===== src/rtl/dmem_uart_tx.sv =====
// dmem_uart_tx: memory-mapped UART transmitter (TXDATA/STATUS window, TX FIFO, 8N1 serializer).
// Define DMEM_UART_TX_PARITY_EN for 8E1 framing (extra even-parity bit-time).
module dmem_uart_tx #(
  parameter logic [31:0] BASE_ADDR    = 32'hFFFF_FFE0,
  parameter int          CLKS_PER_BIT = 104,
  parameter int          FIFO_DEPTH   = 8
) (
  input  logic        clk,
  input  logic        reset,
  input  logic [2:0]  funct3,
  input  logic        dmem_wren,
  input  logic [31:0] dmem_address,
  input  logic [31:0] dmem_data_in,
  output logic [31:0] dmem_data_out,
  output logic        uart_tx
);
  localparam int AW = $clog2(FIFO_DEPTH);
  localparam int BW = $clog2(CLKS_PER_BIT);
  localparam logic [BW-1:0] BAUD_LAST = BW'(CLKS_PER_BIT - 1);
  localparam logic [AW:0]   FULL_CNT  = (AW + 1)'(FIFO_DEPTH);
`ifdef DMEM_UART_TX_PARITY_EN
  typedef enum logic [2:0] {IDLE, START, DATA, STOP, PARITY} state_e;
  logic par_q;
`else
  typedef enum logic [1:0] {IDLE, START, DATA, STOP} state_e;
`endif
  state_e        state_q;
  logic [7:0]    mem_q [FIFO_DEPTH];
  logic [AW-1:0] wr_q, rd_q;
  logic [AW:0]   cnt_q, cnt_d;
  logic          ovf_q, ovf_d;
  logic [BW-1:0] baud_q;
  logic [2:0]    bit_q;
  logic [7:0]    shift_q;
  logic          tx_q;
  logic [31:0]   rdata_q, rdata_d;
  logic          hit, wr_tx, wr_st, empty, full, baud_end, pop, push;
  logic [7:0]    head;
  logic [31:0]   status;
  logic          unused_ok;
  assign hit      = dmem_address[31:3] == BASE_ADDR[31:3];
  assign wr_tx    = dmem_wren & hit & (dmem_address[2:0] == 3'd0);
  assign wr_st    = dmem_wren & hit & (dmem_address[2:0] == 3'd4);
  assign empty    = cnt_q == '0;
  assign full     = cnt_q == FULL_CNT;
  assign baud_end = baud_q == BAUD_LAST;
  assign head     = mem_q[rd_q];
  // Pops only happen when leaving IDLE or at the last cycle of a stop bit.
  assign pop      = !empty & ((state_q == IDLE) | ((state_q == STOP) & baud_end));
  assign push     = wr_tx & (!full | pop);
  assign cnt_d    = cnt_q + (AW + 1)'(push) - (AW + 1)'(pop);
  assign ovf_d    = (wr_tx & full & !pop) | (ovf_q & !(wr_st & dmem_data_in[3]));
  assign status   = {24'd0, 4'(cnt_q), ovf_q, state_q != IDLE, empty, full};
  assign rdata_d  = (hit & (dmem_address[2:0] == 3'd4)) ? status : 32'd0;
  assign unused_ok = ^{funct3, dmem_data_in[31:8]};
  assign dmem_data_out = rdata_q;
  assign uart_tx       = tx_q;
  always_ff @(posedge clk) begin
    if (push) mem_q[wr_q] <= dmem_data_in[7:0];
  end
  always_ff @(posedge clk or negedge reset) begin
    if (!reset) begin
      wr_q    <= '0;
      rd_q    <= '0;
      cnt_q   <= '0;
      ovf_q   <= 1'b0;
      rdata_q <= '0;
    end else begin
      if (push) wr_q <= wr_q + 1'b1;
      if (pop) rd_q <= rd_q + 1'b1;
      cnt_q   <= cnt_d;
      ovf_q   <= ovf_d;
      rdata_q <= rdata_d;
    end
  end
  always_ff @(posedge clk or negedge reset) begin
    if (!reset) begin
      state_q <= IDLE;
      baud_q  <= '0;
      bit_q   <= '0;
      shift_q <= '0;
      tx_q    <= 1'b1;
`ifdef DMEM_UART_TX_PARITY_EN
      par_q   <= 1'b0;
`endif
    end else begin
      baud_q <= ((state_q == IDLE) | baud_end) ? '0 : baud_q + 1'b1;
      if (pop) begin
        shift_q <= head;
        bit_q   <= '0;
`ifdef DMEM_UART_TX_PARITY_EN
        par_q   <= ^head;
`endif
      end
      case (state_q)
        IDLE: if (pop) begin
          state_q <= START;
          tx_q    <= 1'b0;
        end
        START: if (baud_end) begin
          state_q <= DATA;
          tx_q    <= shift_q[0];
        end
        DATA: if (baud_end) begin
          if (bit_q == 3'd7) begin
`ifdef DMEM_UART_TX_PARITY_EN
            state_q <= PARITY;
            tx_q    <= par_q;
`else
            state_q <= STOP;
            tx_q    <= 1'b1;
`endif
          end else begin
            bit_q   <= bit_q + 1'b1;
            shift_q <= shift_q >> 1;
            tx_q    <= shift_q[1];
          end
        end
`ifdef DMEM_UART_TX_PARITY_EN
        PARITY: if (baud_end) begin
          state_q <= STOP;
          tx_q    <= 1'b1;
        end
`endif
        STOP: if (baud_end) begin
          state_q <= pop ? START : IDLE;
          tx_q    <= !pop;
        end
        default: state_q <= IDLE;
      endcase
    end
  end
endmodule


===== config.mk =====
export PLATFORM = sky130hd
export DESIGN_NAME = dmem_uart_tx
export DESIGN_NICKNAME = d
export VERILOG_FILES = /design/src/rtl/dmem_uart_tx.sv
export SDC_FILE = /design/constraint.sdc
export NUM_CORES = 1
export LEC_CHECK = 0
export ABC_CLOCK_PERIOD_IN_PS = 3300
export CORE_ASPECT_RATIO = 1.2
export CORE_MARGIN = 4
export CORE_UTILIZATION = 45
export DETAILED_ROUTE_END_ITERATION = 16
export HOLD_SLACK_MARGIN = 0.12
export PLACE_DENSITY_LB_ADDON = 0.1
export SLEW_MARGIN = 20
export SYNTH_ARGS = -nofsm -noshare
export SYNTH_HDL_FRONTEND = slang
export SYNTH_SLANG_ARGS = --single-unit

===== constraint.sdc =====
create_clock -name clk -period 3.3 [get_ports clk]
set_input_delay 0.66 -clock clk [delete_from_list [all_inputs] [get_ports clk]]
set_output_delay 0.66 -clock clk [all_outputs]
set_load 0.1 [all_outputs]

# [Word-level counts from Yosys, hierarchy flattened]
# Memories as Yosys holds them, arrays and structs flattened.
# Cells that the tools add are included.
[classes] add_sub_neg=6 n_eq_ne=13 mux=25 bitwise=15 n_reduce_logical=10
[op_table] op="$mux 8" count=5
[op_table] op="$eq 29x29->1 const B" count=1
[op_table] op="$mux 3" count=4
[op_table] op="$and 1x1->1" count=11
[op_table] op="$mux 2" count=5
[op_table] op="$ne 2x2->1 const B" count=5
[op_table] op="$add 3x1->3 const B" count=3
[op_table] op="$mux 1" count=8
[op_table] op="$pmux 2 s4" count=1
[op_table] op="$add 7x1->7 const B" count=1
[op_table] op="$eq 7x7->1 const B" count=1
[op_table] op="$mux 7" count=1
[op_table] op="$eq 3x3->1 const B" count=2
[op_table] op="$reduce_and 5->1" count=1
[op_table] op="$add 4x1->4" count=1
[op_table] op="$eq 2x2->1 const B" count=2
[op_table] op="$eq 4x4->1 const B" count=1
[op_table] op="$logic_not 1->1" count=4
[op_table] op="$logic_not 4->1" count=1
[op_table] op="$or 1x1->1" count=4
[op_table] op="$pmux 1 s4" count=1
[op_table] op="$reduce_and 4->1" count=1
[op_table] op="$sub 4x1->4" count=1
[op_table] op="$logic_not 3->1" count=1
[op_table] op="3 further kinds" count=3
[word_totals] register_bits=40 ramBits=64 input_bits=70 out_inout_bits=33 elab_cells=80 n_memories=1
[mem_list] memory="mem_q" depth=8 width=8 rd=1 rd_clocked_by_memory_dff=0 wr=1 line="28" rtl="logic [7:0] mem_q [FIFO_DEPTH];"

# [Longest topological paths before layout]
[logic_depth] ltp_word=8 mapped_depth=14 depth_no_buf=12

# [Least setup slack after synthesis]
# OpenSTA, ideal clock, no wires.
[synth_timing] path_kind="in2reg" from="input dmem_address[0]" to="register cnt_q[2]" setup_ns=0.122 arrival_time_ns=2.731 required_time_ns=3.178 slack_ns=0.446 cell_stages=11 n_path_buf=1 cell_sequence="nand4b_1 nor4_2 nand2_1 nor4b_4 buf_6 inv_1 ha_1 inv_1 ha_1 fa_1 xor2_1"
[synth_between] elab_chain_len=5
[synth_lines] element="start: declaration" line="12" rtl="input logic [31:0] dmem_address,"
[synth_lines] element="$logic_not 3->1" line="42" rtl="assign wr_tx = dmem_wren & hit & (dmem_address[2:0] == 3'd0);"
[synth_lines] element="$and 1x1->1" line="42"
[synth_lines] element="$and 1x1->1" line="50" rtl="assign push = wr_tx & (!full | pop);"
[synth_lines] element="$add 4x1->4" line="51" rtl="assign cnt_d = cnt_q + (AW + 1)'(push) - (AW + 1)'(pop);"
[synth_lines] element="$sub 4x1->4" line="51"
[synth_lines] element="named net cnt_d[2]" line="30" rtl="logic [AW:0] cnt_q, cnt_d;"
[synth_lines] element="end signal: assignment" line="71" rtl="cnt_q <= cnt_d;"
[synth_lines] element="end: declaration" line="30"
# The timed path passes the listed nets, and every way through them passes these cells.
# A chain may end at the register's enable or synchronous reset.

# [Worst setup path after layout]
[layout_timing] from="input dmem_address[24]" to="register cnt_q[2]"
[layout_between] elab_chain_len=6
[layout_lines] element="$eq 29x29->1" line="41" rtl="assign hit = dmem_address[31:3] == BASE_ADDR[31:3];"
[layout_lines] element="$and 1x1->1 (2 in series)" line="42"
[layout_lines] element="$and 1x1->1" line="50"
[layout_lines] element="$add 4x1->4" line="51"
[layout_lines] element="$sub 4x1->4" line="51"
[layout_lines] element="named net cnt_d[2]" line="30"
# The timed path passes the listed nets, and every way through them passes these cells.

==> run summary <==
The net switching share of the total power was 0.2481; the worst IR drop on VDD was 331.1 uV. In this run, CTS created clock tree buffers numbering 9. Yosys mapped a number of flops with a built-in enable equal to 64. The worst setup path category is in2reg.

The post-CTS setup buffer count is 0, and the clock tree buffer depth is 2. The chip width was 101.5 um. Library cell with the largest summed area after synthesis: sky130_fd_sc_hd__edfxtp_1.

The number of nets in the layout is 479. The run gives 0 as the final count of hold timing violations. The share of power burned in registers is 0.530, and the CTS clock-pin slew for the worst setup and hold paths is 0.07 ns.

The routed design could run at a clock period as short as 2.868 ns. The die is 120.2 um tall. The cell area power density was 463.8 nW/um^2; the depth of the worst register-to-register path was 11.

The number of register bits inferred by synthesis was 104; the maximum fanout count along the critical path was 2. Sequential element share of the synthesized area: 0.6196. The number of antenna violations at the first check in global routing is 0, and the sink count of the clock tree is 104.

The pre-antenna-repair detailed-routing pass consisted of 4 iterations. The vias per cell is 5.065. The final number of setup-violating endpoints is 0. The count of synthesis-stage warnings from yosys is 0. Launch point of the worst path: dmem_address[24]. After synthesis the cells add up to 4720 sq um.

Derived from the worst setup path, the maximum achievable clock frequency is 0.3486 GHz. Yosys mapped the design onto 51 distinct sky130hd cell types. Number of input and output port buffers inserted: 51. After floorplanning, the core was sized to cover 10110 sq um. The final critical-path share of the clock period came out at 0.8692. The logs give 0.5567 for the core utilization of the finished layout and 0.4668 for the initial core utilization.

The setup clock skew after layout came out at 0.01327 ns. After detailed routing, the total wire length is 8448 um. The floorplan step defined a die boundary enclosing 12200 sq um. In the post-synthesis netlist, the biggest area contributors are sky130_fd_sc_hd__edfxtp_1 41%, sky130_fd_sc_hd__dfrtp_1 21%, sky130_fd_sc_hd__mux4_2 7.6%, sky130_fd_sc_hd__ha_1 4.2%, sky130_fd_sc_hd__buf_4 4.0%.

The tools report the kind of capture point of the worst setup path as a flip-flop. The flow ran to the end, and the final reports show no timing, DRC or antenna violations. The average instance area after synthesis is 14.35 sq um. For this run, the leading register cell type out of synthesis is sky130_fd_sc_hd__edfxtp_1.

For this design the top-level I/O count stands at 103. In this run the number of H-tree levels came out at 3. The worst max-slew margin expressed relative to the limit came out at 0.4142.

The run gives 40 as the row count. The logs give 1.962 mW for the internal power consumption and 0 ns for the total negative slack. The logs give 0 for the count of hold buffers inserted by post-cts repair and 0.34 ns for the clock latency of the later-clocked register in the worst-skew pair. The wire length per cell after detailed routing came out at 16.15 um. The logs give 0.073 for the part of the total power dissipated in combinational logic and 0 for the total congestion overflow after global routing. The congestion estimate from routability-driven global placement came to 0.7537. TritonCTS built the clock tree.

The run gives 6029 um as the total half-perimeter wirelength after legalization and detailed placement. The tools report the terminus of the critical flop-to-flop path as cnt_q[2]$_DFF_PN0_. The area growth from synthesis to layout is 19.25%. The worst setup path is launched from a primary input. The total global routing track utilization was 0.1466.

The tools report the part of the power in the clock network as 0.398. Root buffer cell: sky130_fd_sc_hd__clkbuf_16. Data arrives at the worst endpoint at 3.09 ns.

The startpoint identified for the worst register-to-register timing path is baud_q[0]$_DFF_PN0_. The maximum number of pins on one net before global-route repair came out at 41. The top cell type's share of synthesized area came out at 0.4072.

In this run the power spent charging and discharging nets is 647.6 uW. The run gives 2591 as the number of global-route vias before repair. Remaining routing DRC violations: 0.

The run gives 329 as the synthesized netlist cell count. STA puts the critical path data required time at 3.52 ns. Slew at the pin with the worst max-slew slack: 0.8786 ns. The logs give 13680 um for the global-route wire length before repair and 0 for the max capacitance violation total. The leakage power figure was 2.194 nW; the share of layout cells above drive strength 1 was 0.1713. The type of the most critical hold path is in2async. The count of vias placed by the detailed router was 2649. Setup repair after global routing left no endpoint under its margin. The detail route stage leaves a number of antenna-violating nets equal to 0. The fraction of synthesis flops using an asynchronous set or reset pin is 0.3846.

The setup check on the worst reg-to-reg path leaves a slack of 0.58 ns. The number of antenna diodes is 0. The tools report the endpoint of the worst setup timing path as cnt_q[2]$_DFF_PN0_. Number of max-slew violations in the final report: 0. The number of violations reported at the end of detailed-routing iteration 0 is 124, and the post-CTS resize count is 0.
## synthesized netlist by cell type, types with 3 or more instances
cell,instances
sky130_fd_sc_hd__edfxtp_1,64
sky130_fd_sc_hd__dfrtp_1,39
sky130_fd_sc_hd__buf_4,25
sky130_fd_sc_hd__nand2_1,25
sky130_fd_sc_hd__o21ai_0,20
sky130_fd_sc_hd__nor2_1,18
sky130_fd_sc_hd__ha_1,16
sky130_fd_sc_hd__inv_1,16
sky130_fd_sc_hd__mux4_2,16
sky130_fd_sc_hd__a211oi_1,9
sky130_fd_sc_hd__nor2b_1,8
sky130_fd_sc_hd__nand3_1,7
sky130_fd_sc_hd__xnor2_1,5
sky130_fd_sc_hd__xor2_1,5
sky130_fd_sc_hd__nand4_1,4
sky130_fd_sc_hd__a21oi_1,3
sky130_fd_sc_hd__and3_1,3
sky130_fd_sc_hd__and4b_1,3
sky130_fd_sc_hd__buf_2,3
## routing by layer
metal,part of all wire,track usage
met1,0.42,0.1903
met2,0.53,0.2516
met3,0.034,0.02770
met4,0.0095,0.03741
met5,0,0
## power by group through the flow
stage	sequential [mW]	clock, mW	combinational [mW]
after floorplan	1.41	0	0.144
after global placement	1.41	0	0.188
after detailed placement	1.41	0	0.190
after CTS	1.38	1.07	0.190
after global routing	1.38	1.12	0.198
final	1.38	1.04	0.190
## cell families (layout without fill, tap and decap cells)
family | Yosys count | after routing | synth area share
compound gates | 42 | 42 | 0.05806
xor+xnor | 10 | 10 | 0.01856
fa+ha+maj | 17 | 17 | 0.04666
buf+inv | 51 | 96 | 0.06469
flops | 104 | 104 | 0.6196
mux | 19 | 19 | 0.08298
other cells | 1 | 24 | 0.0007946
simple gates | 85 | 85 | 0.1087
## worst max-delay path: stages
cell                              delay (ns)
sky130_fd_sc_hd__clkdlybuf4s50_1        0.46
sky130_fd_sc_hd__nand4_1                0.12
sky130_fd_sc_hd__nor4_2                 0.34
sky130_fd_sc_hd__nand2_1                0.13
sky130_fd_sc_hd__nor4b_4                0.26
sky130_fd_sc_hd__inv_1                  0.07
sky130_fd_sc_hd__ha_1                   0.28
sky130_fd_sc_hd__inv_1                  0.04
sky130_fd_sc_hd__ha_1                   0.20
sky130_fd_sc_hd__fa_1                   0.38
sky130_fd_sc_hd__xor2_1                 0.15
## state kept, by name, summed over array words and instances, names as in the netlist
name / flops
wr_q: 3
shift_q: 8
bit_q: 3
dmem_data_out: 8
ovf_q: 1
state_q: 2
uart_tx: 1
rd_q: 3
mem_q: 64
cnt_q: 4
baud_q: 7
## layout by cell type (no fill, tap or decap), types with 2 or more instances in the layout
| cell type | netlist | layout |
|---|---|---|
| sky130_fd_sc_hd__xnor2_1 | 5 | 5 |
| sky130_fd_sc_hd__nand4b_1 | 2 | 2 |
| sky130_fd_sc_hd__clkdlybuf4s50_1 | 0 | 41 |
| sky130_fd_sc_hd__nor2_1 | 18 | 18 |
| sky130_fd_sc_hd__nor2b_1 | 8 | 8 |
| sky130_fd_sc_hd__nor4_2 | 2 | 2 |
| sky130_fd_sc_hd__dfrtp_1 | 39 | 39 |
| sky130_fd_sc_hd__conb_1 | 1 | 24 |
| sky130_fd_sc_hd__nand2_1 | 25 | 25 |
| sky130_fd_sc_hd__buf_4 | 25 | 19 |
| sky130_fd_sc_hd__a211oi_1 | 9 | 9 |
| sky130_fd_sc_hd__mux2i_1 | 2 | 2 |
| sky130_fd_sc_hd__nor3_1 | 2 | 2 |
| sky130_fd_sc_hd__o21ai_0 | 20 | 20 |
| sky130_fd_sc_hd__and3_2 | 2 | 2 |
| sky130_fd_sc_hd__nand4_1 | 4 | 4 |
| sky130_fd_sc_hd__a21oi_1 | 3 | 3 |
| sky130_fd_sc_hd__mux4_2 | 16 | 16 |
| sky130_fd_sc_hd__nand3_1 | 7 | 7 |
| sky130_fd_sc_hd__and4b_1 | 3 | 3 |
| sky130_fd_sc_hd__inv_1 | 16 | 16 |
| sky130_fd_sc_hd__xor2_1 | 5 | 5 |
| sky130_fd_sc_hd__buf_12 | 0 | 3 |
| sky130_fd_sc_hd__and3_1 | 3 | 3 |
| sky130_fd_sc_hd__edfxtp_1 | 64 | 64 |
| sky130_fd_sc_hd__clkbuf_16 | 0 | 9 |
| sky130_fd_sc_hd__ha_1 | 16 | 16 |
| sky130_fd_sc_hd__inv_8 | 0 | 4 |
## through the flow
| step | setup slack [ns] | hold slack [ns] | total power [mW] | cells | area [sq um] |
|---|---|---|---|---|---|
| floorplan | 0.4464 | 0.3644 | 1.555 | 352 | 4806 |
| global placement | 0.07461 | 0.4443 | 1.599 | 507 | 5336 |
| detailed placement | 0.05129 | 0.4493 | 1.601 | 507 | 5336 |
| CTS | 0.4039 | 0.4589 | 2.640 | 523 | 5628 |
| global route | 0.2470 | 0.4791 | 2.702 | 523 | 5628 |
| finish | 0.4317 | 0.4399 | 2.610 | 523 | 5628 |
## worst min path at each step
stage / endpoint / depth (start not counted) / slack [ns]
final: dmem_data_out[4]$_DFF_PN0_ / 1 / 0.44
after global routing: baud_q[0]$_DFF_PN0_ / 1 / 0.48
after CTS: baud_q[0]$_DFF_PN0_ / 1 / 0.46
after detailed placement: baud_q[0]$_DFF_PN0_ / 1 / 0.45
after global placement: baud_q[0]$_DFF_PN0_ / 1 / 0.44
after floorplan: baud_q[0]$_DFF_PN0_ / 0 / 0.36
## final cells by class
class	instances	area [sq um]
clock buffers	9	225.2
clock inverters	7	66.31
fillers	829	4482
inverters	16	60.06
multi-input cells	197	1577
flip-flops and latches	104	2924
well taps	126	157.7
repair buffers	64	618.1
Power figures use the tool's default switching activity.
